$ cat src/rtl/regfile_pkg.sv
// Shared definitions for the register-file write path: geometry, scheduler state
// and the write-request bundle used by writeback stages.
package regfile_pkg;

    localparam int unsigned ADDR_W       = 6;
    localparam int unsigned DATA_W       = 32;
    localparam int unsigned NUM_REGS     = 64;
    localparam int unsigned STARVE_LIMIT = 4;

    typedef enum logic {
        INIT = 1'b0,
        RUN  = 1'b1
    } state_e;

    typedef struct packed {
        logic              valid;
        logic [ADDR_W-1:0] addr;
        logic [DATA_W-1:0] data;
    } wr_req_t;

endpackage

$ cat src/rtl/wr_arbiter_2to1.sv
// Fixed-priority 2:1 grant for the register-file write port, with a starvation
// counter that force-grants port B after STARVE_LIMIT consecutive refusals.
module wr_arbiter_2to1
    import regfile_pkg::*;
#(
    parameter int unsigned STARVE_LIMIT = regfile_pkg::STARVE_LIMIT
) (
    input  logic clk,
    input  logic rst,
    input  logic run,
    input  logic init_start,
    input  logic a_valid,
    input  logic b_valid,
    output logic a_ready,
    output logic b_ready
);

    localparam int unsigned CntW = $clog2(STARVE_LIMIT + 1);
    localparam logic [CntW-1:0] CntMax = CntW'(STARVE_LIMIT);

    logic [CntW-1:0] starveCnt;
    logic            forceB;

    always_comb begin
        forceB  = run && b_valid && (starveCnt == CntMax);
        a_ready = run && !forceB && !init_start;
        b_ready = run && !init_start && (forceB || !a_valid);
    end

    // Counts only arbitration losses in RUN; a sweep or an idle B restarts the count.
    always_ff @(posedge clk or posedge rst) begin
        if (rst) begin
            starveCnt <= '0;
        end else if (!run || init_start || !b_valid || b_ready) begin
            starveCnt <= '0;
        end else if (starveCnt != CntMax) begin
            starveCnt <= starveCnt + 1'b1;
        end
    end

endmodule

$ cat src/rtl/regfile_write_scheduler.sv
// Sole driver of the register-file write port: zero-clear sweep after reset or on
// command, then arbitrated writeback (A) and load-return (B) traffic.
module regfile_write_scheduler #(
    parameter int unsigned NUM_REGS     = regfile_pkg::NUM_REGS,
    parameter int unsigned ADDR_W       = regfile_pkg::ADDR_W,
    parameter int unsigned DATA_W       = regfile_pkg::DATA_W,
    parameter int unsigned STARVE_LIMIT = regfile_pkg::STARVE_LIMIT
) (
    input  logic              clk,
    input  logic              rst,
    input  logic              init_start,
    output logic              init_busy,
    input  logic              a_valid,
    input  logic [ADDR_W-1:0] a_addr,
    input  logic [DATA_W-1:0] a_data,
    output logic              a_ready,
    input  logic              b_valid,
    input  logic [ADDR_W-1:0] b_addr,
    input  logic [DATA_W-1:0] b_data,
    output logic              b_ready,
    output logic              rf_we,
    output logic [ADDR_W-1:0] rf_waddr,
    output logic [DATA_W-1:0] rf_wdata
);

    import regfile_pkg::*;

    localparam logic [ADDR_W-1:0] LastAddr = ADDR_W'(NUM_REGS - 1);

    state_e            state;
    logic [ADDR_W-1:0] sweepAddr;
    logic              run;
    wr_req_t           grant;

    assign run       = (state == RUN);
    assign init_busy = (state == INIT);

    wr_arbiter_2to1 #(
        .STARVE_LIMIT(STARVE_LIMIT)
    ) uArb (
        .clk       (clk),
        .rst       (rst),
        .run       (run),
        .init_start(init_start),
        .a_valid   (a_valid),
        .b_valid   (b_valid),
        .a_ready   (a_ready),
        .b_ready   (b_ready)
    );

    always_comb begin
        grant = '0;
        if (a_valid && a_ready) begin
            grant.valid = 1'b1;
            grant.addr  = a_addr;
            grant.data  = a_data;
        end else if (b_valid && b_ready) begin
            grant.valid = 1'b1;
            grant.addr  = b_addr;
            grant.data  = b_data;
        end
    end

    always_ff @(posedge clk or posedge rst) begin
        if (rst) begin
            state     <= INIT;
            sweepAddr <= '0;
            rf_we     <= 1'b0;
            rf_waddr  <= '0;
            rf_wdata  <= '0;
        end else begin
            unique case (state)
                INIT: begin
                    rf_we     <= 1'b1;
                    rf_waddr  <= sweepAddr;
                    rf_wdata  <= '0;
                    sweepAddr <= sweepAddr + 1'b1;
                    if (sweepAddr == LastAddr) begin
                        state <= RUN;
                    end
                end
                RUN: begin
                    if (init_start) begin
                        state     <= INIT;
                        sweepAddr <= '0;
                        rf_we     <= 1'b0;
                    end else begin
                        // Address and data hold when idle so the port only toggles on writes.
                        rf_we <= grant.valid;
                        if (grant.valid) begin
                            rf_waddr <= grant.addr;
                            rf_wdata <= grant.data;
                        end
                    end
                end
            endcase
        end
    end

endmodule

$ cat config.mk
export PLATFORM = sky130hd
export DESIGN_NAME = regfile_write_scheduler
export DESIGN_NICKNAME = d
export VERILOG_FILES = /design/src/rtl/regfile_pkg.sv /design/src/rtl/wr_arbiter_2to1.sv /design/src/rtl/regfile_write_scheduler.sv
export SDC_FILE = /design/constraint.sdc
export NUM_CORES = 1
export LEC_CHECK = 0
export CAP_MARGIN = 20
export CORE_MARGIN = 2
export CORE_UTILIZATION = 44
export CTS_BUF_LIST = sky130_fd_sc_hd__clkbuf_2
export DETAILED_ROUTE_END_ITERATION = 10
export PLACE_DENSITY = 0.9
export SLEW_MARGIN = 10
export SYNTH_ARGS = -nofsm -noshare
export SYNTH_HDL_FRONTEND = slang
export SYNTH_SLANG_ARGS = --single-unit
$ cat constraint.sdc
create_clock -name clk -period 2.7 [get_ports clk]
set_clock_uncertainty 0.2 [all_clocks]
set_input_delay 0.405 -clock clk [delete_from_list [all_inputs] [get_ports clk]]
set_output_delay 0.405 -clock clk [all_outputs]
set_load 0.005 [all_outputs]
==> results.yml <==
global_routing:
  antenna_found_initial: 0
  grt_use_total_pct: 22.84
  grt_overflow_total: 0
  grt_max_degree: 37
  grt_pass1_wl_um: 10780
  grt_pass1_vias: 2297
worst_setup_path:
  endpoint: "a_ready"
  crit_required_ps: 2100
  reg2reg_to: "rf_wdata[6]"
  cp-end-kind: "output port"
  rrSetupSlack_ps: 800
  rr_startpoint: "run"
  ff2ff_path_depth: 3
  crit_arrival_ps: 1910
  startpoint_type: "register"
  critPathKind: "register to output port"
  path_max_fanout: 21
  critical_path.startpoint: "run"
die:
  die_w_um: 77.14
  initial_core_util_pct: 45.79
  die_area_um2: 5950
  die_y_um: 77.14
  num_rows: 26
  design.portCount: 123
  core_um2: 5140
timing:
  fin_tns_setup_ps: 0
  max_freq_ghz: 0.3978
  max_slew_margin_pct: 53.63
  period_share_pct: 93.10
  setup_violations: 0
  post-route-min-period_ps: 2514
  rsz0062_at_grt: "no"
  slew_violations: 0
  hold_viol: 0
  worst_slew_pin_slew_ps: 695.1
clocking:
  cts_root_buffer: "clkbuf_2"
  h-tree-depth: 2
  numClockSinks: 49
  clockBufferDepth: 2
  insertion_delay_ps: 410
  cts_hold_buf: 0
  clk_pin_slew_worst_paths_ps: 240
  cts_tree: "yes"
  cts_made_buffers: 5
layout:
  areaGrowthSynthToFinish_pct: 54.55
  fill_cells: 417
  finalNetCount: 401
  drive_above_1_share_pct: 8.491
  final_cells: 388
  antenna_cells: 0
synth:
  synth-async-reset-ratio_pct: 100.0
  syn_inst: 199
  ys_types: 37
  synth_commonest_cells: "49 x dfrtp_1, 33 x and3_1, 30 x a221o_1"
  synth_top_area_share_pct: 52.10
  synth-seq-cells: 49
  synth_ff_type: "dfrtp_1"
  synth_edf_count: 0
  ys_seq_area_share_pct: 52.10
  synth_top_area_cell: "dfrtp_1"
  syn_nets: 283
  syn_avg_cell_area_um2: 11.83
  ys.warnings.count: 0
  ys_top_cells_by_area: "dfrtp_1 52%, a221o_1 13%, and3_1 8.8%, buf_6 3.8%, a221o_2 2.4%"
  yosysMostFrequentCell: "dfrtp_1"
  netlist_area_um2: 2354
run_status:
  status: "finished clean"
power_and_ir_drop:
  p_leak_nw: 1.674
  power_density_nw_per_um2: 502.7
  peakVddDrop_mv: 0.2469
  p_total_w: 0.001828
detailed_routing:
  viasPerCell: 5.647
  drt_pre_antenna_iters: 4
  final_antenna_net_count: 0
  wl_per_cell_um: 17.26
  drt-total-wl_um: 6696
  drt-initial-drc-count: 136
  drc: 0
  via_count: 2191
min_path:
  hp-class: "input port to async pin"
placed_design:
  portBuffers: 122
  placedCellCount: 379
  place.gp.congestion: 0.8145
  hpwl_um: 4862
flow_run:
  maxCapViolCount: 0
## layout make-up
| type | instances | area [µm²] | area share [%] |
|---|---|---|---|
| Tap cell | 70 | 87.58 | 2.408 |
| Inverter | 9 | 33.78 | 0.9288 |
| Clock buffer | 5 | 25.02 | 0.6880 |
| Multi-Input combinational cell | 125 | 979.7 | 26.93 |
| Timing Repair Buffer | 127 | 1271 | 34.95 |
| Sequential cell | 49 | 1227 | 33.75 |
| Clock inverter | 3 | 12.51 | 0.3440 |
## cell usage in the layout (no fill, tap or decap), types with 3 or more instances in the layout
cell	instances
a221o_1	30
a221o_2	5
a22o_1	4
and2_1	5
and3_1	33
buf_4	4
clkbuf_2	5
clkdlybuf4s50_1	122
clkinv_1	3
dfrtp_1	48
ha_1	3
inv_1	7
nand2_1	4
nand3_1	7
o21ai_0	3
## report_power, final
group	switching (W)	internal [W]
sequential	0.000107	0.000845
clock	0.000222	0.0000569
combinational	0.000215	0.000382
total	0.000544	0.00128
## worst max-delay path, stage by stage (launching register included)
cell and delay [ps]:
dfrtp_2 630, nor2b_1 210, and2_2 160, clkdlybuf4s50_1 500
## timing repair
action / CTS / global route
hold endpoints to repair: 0 / 0
gates cloned: 0 / 0
buffers inserted: 0 / 1
gates resized for setup: 1 / 1
setup endpoints to repair: 1 / 2
pin swaps: 0 / 0
## how the worst min path moves through the flow
| stage | from | to | slack [ps] | cells after the start |
|---|---|---|---|---|
| 6_report | rst | rf_wdata[5] | 90 | 2 |
| 2_1_floorplan | uArb.starveCnt[0] | uArb.starveCnt[0] | 240 | 1 |
| 3_5_place_dp | uArb.starveCnt[0] | uArb.starveCnt[0] | 270 | 1 |
| 5_1_grt | rst | rf_wdata[19] | 100 | 2 |
| 3_3_place_gp | uArb.starveCnt[0] | uArb.starveCnt[0] | 250 | 1 |
| 4_1_cts | rst | rf_wdata[19] | 70 | 2 |
## stage by stage
step | cell area (µm²) | util (%) | worst slack [ps] | hold WS, ps
2_1_floorplan | 2354 | - | 884.4 | 237.9
3_3_place_gp | 3586 | 69.77 | 226.4 | 252.6
3_5_place_dp | 3586 | 69.77 | 142.7 | 270.6
4_1_cts | 3625 | 70.52 | 71.47 | 74.21
5_1_grt | 3637 | 70.76 | 30.63 | 103.7
6_report | 3637 | 70.76 | 186.3 | 91.55
## per-layer routing
| layer | routed length [µm] | up-vias | global-route usage [%] |
|---|---|---|---|
| met1 | 2628 | 1047 | 27.45 |
| met4 | 175 | 0 | 10.36 |
| met3 | 526 | 17 | 6.588 |
| met2 | 3365 | 109 | 37.91 |
| li1 | - | 1018 | - |
| met5 | 0 | - | 0 |
## logic make-up (layout without fill, tap and decap cells)
kind of cell / after synthesis / in the layout / synth area share (%)
XOR/XNOR: 3 / 3 / 1.117
buffers and inverters: 25 / 144 / 6.645
adder cells (fa/ha/maj): 3 / 3 / 1.595
AND/OR/NAND/NOR: 62 / 62 / 16.16
flip-flops: 49 / 49 / 52.10
AO/OA/AOI/OAI: 57 / 57 / 22.38
## flip-flops by register name, summed over array words and instances, names as in the netlist
register	count
rf_waddr	6
rf_wdata	32
uArb.starveCnt	3
rf_we	1
sweepAddr	6
run	1
(Power assumes the default switching activity.)
